File: src/rtl/alu_seg_scan.sv
`timescale 1ns/1ps
`default_nettype none
// ============================================================================
// Module   : alu_seg_scan
// Brief    : 8-digit multiplexed seven-segment display of ALU operands, mode,
//            result and flags, with per-frame input snapshot and blanking.
// Revision : 1.0
// ============================================================================
module alu_seg_scan #(
    parameter int SCAN_DIV = 100000,
    parameter int BLANK    = 2
) (
    input  logic       clk,
    input  logic       rst_n,
    input  logic [3:0] A,
    input  logic [3:0] B,
    input  logic [2:0] mode,
    input  logic [3:0] result,
    input  logic       zf,
    input  logic       of,
    input  logic       cf,
    output logic [7:0] an,
    output logic [6:0] seg,
    output logic       dp
);

    localparam int            CW         = (SCAN_DIV > 1) ? $clog2(SCAN_DIV) : 1;
    localparam logic [CW-1:0] C_CNT_LAST = CW'(SCAN_DIV - 1);
    localparam logic [CW-1:0] C_BLANK    = CW'(BLANK);
    localparam logic [6:0]    C_SEG_OFF  = 7'h7F;
    localparam logic [7:0]    C_AN_OFF   = 8'hFF;

    logic [CW-1:0] r_cnt;
    logic [2:0]    r_idx;
    logic          r_primed;

    logic [3:0]    r_a;
    logic [3:0]    r_b;
    logic [2:0]    r_mode;
    logic [3:0]    r_result;
    logic          r_zf;
    logic          r_of;
    logic          r_cf;

    logic [7:0]    r_an;
    logic [6:0]    r_seg;
    logic          r_dp;

    logic          w_cnt_last;
    logic          w_load;
    logic          w_dark;
    logic [7:0]    w_an_lit;
    logic [6:0]    w_seg_lit;
    logic          w_dp_lit;

    function automatic logic [6:0] hex7(input logic [3:0] v);
        logic [6:0] g;
        case (v)
            4'h0:    g = 7'h40;
            4'h1:    g = 7'h79;
            4'h2:    g = 7'h24;
            4'h3:    g = 7'h30;
            4'h4:    g = 7'h19;
            4'h5:    g = 7'h12;
            4'h6:    g = 7'h02;
            4'h7:    g = 7'h78;
            4'h8:    g = 7'h00;
            4'h9:    g = 7'h10;
            4'hA:    g = 7'h08;
            4'hB:    g = 7'h03;
            4'hC:    g = 7'h46;
            4'hD:    g = 7'h21;
            4'hE:    g = 7'h06;
            default: g = 7'h0E;
        endcase
        return g;
    endfunction

    // Snapshot on the first edge after reset and on the last cycle of a frame,
    // so the next digit-7 slot always shows fresh values.
    assign w_cnt_last = (r_cnt == C_CNT_LAST);
    assign w_load     = !r_primed || (w_cnt_last && (r_idx == 3'd0));
    assign w_dark     = (r_cnt < C_BLANK);
    assign w_an_lit   = ~(8'h01 << r_idx);

    always_ff @(posedge clk or negedge rst_n) begin
        if (!rst_n) begin
            r_cnt <= '0;
            r_idx <= 3'd7;
        end else if (w_cnt_last) begin
            r_cnt <= '0;
            r_idx <= r_idx - 3'd1;
        end else begin
            r_cnt <= r_cnt + CW'(1);
        end
    end

    always_ff @(posedge clk or negedge rst_n) begin
        if (!rst_n) begin
            r_primed <= 1'b0;
            r_a      <= '0;
            r_b      <= '0;
            r_mode   <= '0;
            r_result <= '0;
            r_zf     <= 1'b0;
            r_of     <= 1'b0;
            r_cf     <= 1'b0;
        end else begin
            r_primed <= 1'b1;
            if (w_load) begin
                r_a      <= A;
                r_b      <= B;
                r_mode   <= mode;
                r_result <= result;
                r_zf     <= zf;
                r_of     <= of;
                r_cf     <= cf;
            end
        end
    end

    always_comb begin
        w_seg_lit = C_SEG_OFF;
        w_dp_lit  = 1'b1;
        case (r_idx)
            3'd7: w_seg_lit = hex7(r_a);
            3'd6: w_seg_lit = hex7(r_b);
            3'd5: begin
                w_seg_lit = hex7({1'b0, r_mode});
                w_dp_lit  = 1'b0;
            end
            3'd4: w_seg_lit = C_SEG_OFF;
            3'd3: w_seg_lit = hex7(r_result);
            3'd2: w_seg_lit = hex7({3'b000, r_zf});
            3'd1: w_seg_lit = hex7({3'b000, r_of});
            default: w_seg_lit = hex7({3'b000, r_cf});
        endcase
    end

    always_ff @(posedge clk or negedge rst_n) begin
        if (!rst_n) begin
            r_an  <= C_AN_OFF;
            r_seg <= C_SEG_OFF;
            r_dp  <= 1'b1;
        end else if (w_dark) begin
            r_an  <= C_AN_OFF;
            r_seg <= C_SEG_OFF;
            r_dp  <= 1'b1;
        end else begin
            r_an  <= w_an_lit;
            r_seg <= w_seg_lit;
            r_dp  <= w_dp_lit;
        end
    end

    assign an  = r_an;
    assign seg = r_seg;
    assign dp  = r_dp;

endmodule
`default_nettype wire
File: config.mk
export PLATFORM = sky130hd
export DESIGN_NAME = alu_seg_scan
export DESIGN_NICKNAME = d
export VERILOG_FILES = /design/src/rtl/alu_seg_scan.sv
export SDC_FILE = /design/constraint.sdc
export NUM_CORES = 1
export LEC_CHECK = 0
export BUFFER_PORTS_ARGS = -buffer_cell sky130_fd_sc_hd__buf_2
export CORE_MARGIN = 5
export CORE_UTILIZATION = 41
export DETAILED_ROUTE_END_ITERATION = 10
export GPL_ROUTABILITY_DRIVEN = 0
export SLEW_MARGIN = 20
export SYNTH_ARGS = -nofsm -noshare
export SYNTH_HDL_FRONTEND = slang
export SYNTH_SLANG_ARGS = --single-unit
File: constraint.sdc
create_clock -name clk -period 2.5 [get_ports clk]
set_input_delay 0.5 -clock clk [delete_from_list [all_inputs] [get_ports clk]]
set_output_delay 0.5 -clock clk [all_outputs]
set_load 0.01 [all_outputs]
==> key figures, run 1 <==
Power and ir drop
  • LEAKAGE: 0.00165 uW
  • VDD IR max: 0.000223 V
  • PwrDens: 473 nW/um^2

GRT
  • Largest net degree at the start of global routing: 28
  • Gr ovfl total: 0
  • Overall Global Routing Usage: 14.4%
  • Initial antenna violation count: 0
  • Number of global-route vias before repair: 2,322
  • Met2 usage: 21.6%
  • Layer with the highest usage: met1
  • Met1 Track Usage GR: 21.7%
  • Met3 GRT Util: 2.15%
  • Global-route wire length before repair: 11.7 mm

CTS
  • Clk_lat worst skew: 0.31 ns
  • PostCTS Resize Cnt: 0
  • Worst-path clk slew: 0.10 ns
  • CTS Hold Bufs: 0
  • TritonCTS buffer count: 5
  • CTS root buffer: clkbuf_8
  • Setup Fix Bufs, Post-CTS: 0
  • Clock sink count: 54
  • Clock buffer depth: 2
  • CTS tree: yes
  • H-Tree Depth: 2

Floorplan
  • Row count: 33
  • Die width: 101 um
  • Io pins: 36
  • Die area: 10,100 um^2
  • CORE AREA: 8090 um^2
  • Die Ht: 101 um
  • Starting density of the core: 41.5%

Worst setup path
  • CP Data Arrival Time: 2.45 ns
  • Crit. End Element: flip-flop
  • Crit-path max FO: 18
  • Nature of the critical path startpoint: flip-flop
  • R2R setup slack: 0.25 ns
  • Crit path required time: 2.70 ns
  • Crit Reg-Reg Startpoint: r_cnt[5]
  • Reg2Reg Depth: 5
  • CP Class: flip-flop to flip-flop
  • Reg2reg end: r_mode[2]

Placed design
  • DP HPWL: 5.16 mm
  • Setup WS pre-CTS: 0.273 ns
  • Port bufs: 35

Finish
  • N_diodes: 0
  • Area Overhead vs Synth: 10.8%
  • Final net count: 402
  • Share of cells above drive strength 1: 26.8%

Synth
  • Synth unique cells: 49
  • Largest family of logic cells by synthesized area: simple AND/OR/NAND/NOR gates
  • Post-synthesis compound-gate area fraction: 9.68%
  • Mux share of post-synthesis cell area: 12.9%
  • Syn_nets: 371
  • Yosys reg bits: 54
  • XOR/XNOR Fraction of Synth Area: 3.91%
  • Sequential fraction of the synthesis area: 40.9%
  • Avg Inst Size Synth: 10.5 um^2
  • Synth warn: 0
  • Synthesized area: 3360 um^2
  • Synth Area in Simple Gates: 15.9%
  • Area share of the largest cell type after synthesis: 26.8%
  • Post-synth top flop: dfrtp_1
  • Synth Instances: 319
  • Post-Synth Adder-Cell Area: 11.9%
  • Asr flop ratio synth: 100%
  • Area contributors post-synth: dfrtp_1 27%, dfstp_2 14%, ha_1 12%, mux2_2 5.0%, mux2_4 4.5%
  • Yosys top cell by area: dfrtp_1
  • Number of flops mapped to enable cells by yosys: 0

Timing
  • Max_slew headroom: 60.8%
  • Fin Setup TNS: 0 ns
  • Clock Skews: 0.00982 ns
  • Final Hold Viols: 0
  • Max Clk Rate: 0.444 GHz
  • Count of pins over their slew limit: 0
  • RSZ-0062 raised after global routing: no
  • Worst slew pin tran: 0.583 ns
  • Final setup margin: 0.249 ns
  • Setup Viol. Count Final: 0
  • Tcrit/Tclk final: 90.0%
  • Fin crit period: 2.25 ns

Routing
  • Antenna-violating nets left: 0
  • Post-Route WL: 6.89 mm
  • 1st-iter DRT viols: 158
  • Residual DRC count: 0
  • DR vias/cell: 5.26
  • Routed vias: 2,398
  • 1st-pass router iterations: 4
  • Routed len/inst: 15.1 um

Job
  • Max_cap viols: 0

Outcome
  • Status: finished, final reports clean

Worst hold path
  • HP Class: primary input to async pin
## cell usage after synthesis, types with 2 or more instances
cell type,number
dfrtp_1,36
ha_1,32
nand2_1,21
inv_1,19
dfstp_2,18
mux2_2,15
nand3_1,15
nor2_1,15
a21oi_1,14
nand2b_1,13
xnor2_1,12
clkbuf_1,11
mux2_4,10
nor3_1,10
nand4_1,9
o21ai_0,9
mux2i_1,7
o211ai_1,7
a31oi_1,3
and2_1,3
and3_1,3
o22a_1,3
xor2_1,3
a311oi_1,2
a32oi_1,2
mux4_2,2
o2bb2ai_1,2
or3_1,2
## placed cells by master (no fill, tap or decap), drive strengths merged, types with 10 or more instances in the layout
cell / Yosys / layout
buf: 4 / 39
dfrtp: 36 / 36
ha: 32 / 32
mux2: 25 / 25
nand2: 21 / 21
inv: 19 / 19
dfstp: 18 / 18
nor2: 15 / 15
nand3: 15 / 15
a21oi: 14 / 14
nand2b: 13 / 13
xnor2: 12 / 12
nor3: 10 / 10
## kinds of logic (layout without fill, tap and decap cells)
| logic type | after synthesis | in the layout |
|---|---|---|
| xor gates and xnor gates | 15 | 15 |
| and+or+nand+nor | 100 | 100 |
| adders and majority gates | 32 | 32 |
| buffers and inverters | 34 | 66 |
| AOI/OAI and AO/OA | 49 | 49 |
| muxes | 34 | 34 |
| other | 1 | 1 |
| DFF | 54 | 54 |
## worst max-delay path, cell delays in order (launching register included)
cell     delay [ns]
dfrtp_1        0.45
or4_4          0.58
nor4_4         0.31
a41o_1         0.26
buf_12         0.19
mux2_2         0.34
## worst max-delay path by stage
| stage | from | to | slack [ns] | cells past startpoint |
|---|---|---|---|---|
| global placement | r_cnt[5] | r_mode[2] | 0.31 | 5 |
| floorplan | r_cnt[5] | r_a[0] | 0.28 | 6 |
| detailed placement | r_cnt[5] | r_result[0] | 0.27 | 5 |
| finish | r_cnt[5] | r_mode[2] | 0.25 | 5 |
| global route | r_cnt[5] | r_idx[1] | 0.17 | 5 |
| CTS | r_cnt[5] | r_mode[2] | 0.24 | 5 |
## routing by layer
layer	wire length, um	vias up
li1	-	1180
met1	3370	1163
met2	3160	49
met3	267	6
met4	87	0
met5	0	-
## per-stage QoR
| stage | util, % | area, um^2 | hold slack (ns) | cells | total power (uW) |
|---|---|---|---|---|---|
| global placement | 44.9 | 3640 | 0.392 | 448 | 1280 |
| global route | 46.0 | 3720 | 0.0597 | 456 | 1860 |
| finish | 46.0 | 3720 | 0.0535 | 456 | 1760 |
| floorplan | - | 3360 | 0.204 | 319 | 1200 |
| detailed placement | 44.9 | 3640 | 0.398 | 448 | 1290 |
| CTS | 46.0 | 3720 | 0.0498 | 456 | 1780 |
## cell type report
class	instances	area (um^2)
timing repair buffer	39	230
tap	105	131
multi-input combinational	231	1830
sequential	54	1370
clock inverter	2	13.8
fill	791	4370
inverter	19	71.3
clock buffer	6	72.6
## power breakdown
part / internal [uW] / switching [uW] / total, uW
Clock: 199 / 291 / 489
Combinational: 153 / 138 / 290
Sequential: 915 / 67.7 / 982
Total: 1270 / 496 / 1760
## sequential cells by signal, indices dropped and copies added (netlist names)
register  count
r_mode        3
r_cnt        17
r_a           4
r_b           4
r_of          1
dp            1
r_result      4
seg           7
r_zf          1
r_cf          1
r_idx         3
an            7
r_primed      1
(Power assumes the default switching activity.)
==> run 2: changes to the inputs <==
Clock period 2.5 ns to 2.1 ns, I/O delays scaled along.
==> run 2 against run 1 <==
Compared with the run above: die area unchanged; setup slack lost 0.19 ns; design area up 3.0%; worst hold slack got worse by 0.023 ns; via count rose by 0.96%; first-iteration DRC count shrank 47%; critical path depth unchanged; non-clock buffer count rose by 11; global-route usage up 0.18 points; count of clock-buffer cells in the layout unchanged.
==> key figures, run 2 (same netlist as run 1, synthesis figures left out) <==
Routing
  • DR vias/cell: 5.18 (-1.4%)
  • Routed vias: 2,421 (+0.96%)
  • 1st-pass router iterations: 4 (unchanged)
  • Antenna-violating nets left: 0 (unchanged)
  • 1st-iter DRT viols: 83 (-47%)
  • Post-Route WL: 6.99 mm (+1.5%)
  • Residual DRC count: 0 (unchanged)
  • Routed len/inst: 15.0 um (-0.90%)

Worst setup path
  • R2R setup slack: 0.05 ns (-0.19 ns)
  • Reg2reg end: r_a[3]
  • Nature of the critical path startpoint: flip-flop
  • Slowest CP cell: or4_4
  • Crit path required time: 2.30 ns (-0.40 ns)
  • CP Class: flip-flop to flip-flop
  • Crit. End Element: flip-flop
  • CP bufs+invs: 1 (unchanged)
  • Largest stage delay, worst path: 0.56 ns (-0.02 ns)
  • Crit-path max FO: 9 (-9)
  • CP Data Arrival Time: 2.25 ns (-0.20 ns)
  • Reg2Reg Depth: 5 (unchanged)
  • CP cell instances: or4_4, nor4_4, a41o_2, buf_12, mux2_2
  • Crit path max-delay family: simple AND/OR/NAND/NOR gates
  • Crit Reg-Reg Startpoint: r_cnt[5]

Finish
  • Fin area: 3830 um^2 (+3.0%)
  • Most flops, register: r_cnt
  • Non-filler cells in the finished layout: 467 (+2.4%)
  • Area Overhead vs Synth: 14.1%
  • Share of cells above drive strength 1: 30.1% (+3.3 points)
  • Fillers: 785 (-0.76%)
  • Most frequent cells in the layout: 36 x dfrtp_1, 35 x buf_2, 32 x ha_1
  • Final net count: 413 (+2.7%)
  • Max FFs per register: 17 (unchanged)
  • N_diodes: 0 (unchanged)
  • Commonest non-fill, non-tap cell in the layout: dfrtp_1

GRT
  • Met2 usage: 22.5% (+0.92 points)
  • Largest net degree at the start of global routing: 21 (-25%)
  • Layer with the highest usage: met2
  • Overall Global Routing Usage: 14.6% (+0.18 points)
  • Global-route wire length before repair: 11.8 mm (+0.77%)
  • Gr ovfl total: 0 (unchanged)
  • Met1 Track Usage GR: 21.2% (-0.50 points)
  • Number of global-route vias before repair: 2,366 (+1.9%)
  • Met3 GRT Util: 2.77% (+0.62 points)
  • Initial antenna violation count: 0 (unchanged)

Timing
  • RSZ-0062 raised after global routing: yes
  • Max Clk Rate: 0.489 GHz (+10%)
  • Setup Viol. Count Final: 0 (unchanged)
  • Count of pins over their slew limit: 0 (unchanged)
  • Tcrit/Tclk final: 97.4% (+7.4 points)
  • Fin Setup TNS: 0 ns (unchanged)
  • Hold WS: 0.0303 ns (-0.0232 ns)
  • Fin crit period: 2.05 ns (-0.206 ns)
  • Final Hold Viols: 0 (unchanged)
  • Clock Skews: 0.0100 ns (+0.000231 ns)

Floorplan
  • Die width: 101 um (unchanged)
  • Die Ht: 101 um (unchanged)
  • Row count: 33 (unchanged)
  • Die area: 10,100 um^2 (unchanged)
  • CORE AREA: 8090 um^2 (unchanged)
  • Starting density of the core: 41.5% (unchanged)
  • Io pins: 36 (unchanged)

Power and ir drop
  • VDD IR max: 0.000271 V (+22%)
  • PwrDens: 562 nW/um^2 (+19%)
  • LEAKAGE: 0.00171 uW (+3.9%)
  • Power, Total: 2160 uW (+22%)

Worst hold path
  • HP Class: primary input to async pin

CTS
  • CTS root buffer: clkbuf_8
  • H-Tree Depth: 2 (unchanged)
  • Clock buffer depth: 2 (unchanged)
  • Worst-path clk slew: 0.11 ns (about the same)
  • CTS tree: yes
  • PostCTS Resize Cnt: 0 (unchanged)
  • Setup Fix Bufs, Post-CTS: 0 (unchanged)
  • Clk_lat worst skew: 0.31 ns (about the same)
  • CTS Hold Bufs: 0 (unchanged)
  • TritonCTS buffer count: 5 (unchanged)
  • Clock sink count: 54 (unchanged)

Outcome
  • Status: finished, final reports clean

Job
  • Max_cap viols: 0 (unchanged)

Placed design
  • DP HPWL: 5.19 mm (+0.59%)
  • Placed cell areas: 3700 um^2 (+1.7%)
  • Port bufs: 35 (unchanged)
  • DP Cell Count: 458 (+2.2%)
[run 2: cell count changes in the layout (fill, tap and decap cells not counted), sizes merged]
cell,change
clkbuf,+1
buf,+10
[run 2: metrics by stage]
step                setup WS (ns)  util, %
finish                     0.0549     47.4
global route              -0.0130     47.4
CTS                        0.0256     47.0
detailed placement         0.0439     45.7
global placement           0.0994     45.7
floorplan                  0.0232        -
[run 2: layout make-up]
| class | instances | area (um^2) | area share (%) |
|---|---|---|---|
| clock buffers | 6 | 82.6 | 2.15 |
| clock inverters | 2 | 17.5 | 0.457 |
| inverters | 19 | 71.3 | 1.86 |
| multi-input cells | 231 | 1840 | 48.0 |
| flip-flops and latches | 54 | 1370 | 35.8 |
| well taps | 105 | 131 | 3.43 |
| repair buffers | 50 | 318 | 8.29 |
[run 2: per-layer routing]
metal	wire length, um	vias to the layer above	share of wire [%]
li1	-	1205	-
met1	3310	1163	47
met2	3280	47	47
met3	309	6	4.4
met4	88	0	1.3
met5	0	-	0
[run 2: worst max-delay path by stage]
| stage | from | to | slack (ns) | depth (start not counted) |
|---|---|---|---|---|
| floorplan | r_cnt[5] | r_a[0] | 0.02 | 6 |
| finish | r_cnt[5] | r_a[3] | 0.05 | 5 |
| global route | r_cnt[5] | r_a[3] | -0.01 | 5 |
| global placement | r_cnt[11] | r_mode[2] | 0.1 | 5 |
| detailed placement | r_cnt[11] | r_a[3] | 0.04 | 5 |
| CTS | r_cnt[11] | r_a[3] | 0.03 | 5 |
[run 2: worst reg2reg max path, delay by kind of cell (launching register included)]
kind                   cells  cell delay, ns
AO/OA/AOI/OAI              1            0.31
buffers and inverters      1            0.16
flip-flops                 1            0.40
multiplexers               1            0.34
AND/OR/NAND/NOR            2            0.73
[run 2: power by group]
group          switching, uW  internal (uW)  leakage (uW)
Combinational            169            183       0.00103
Clock                    364            273     0.0000514
Sequential              79.0           1090      0.000633
Total                    611           1540       0.00171
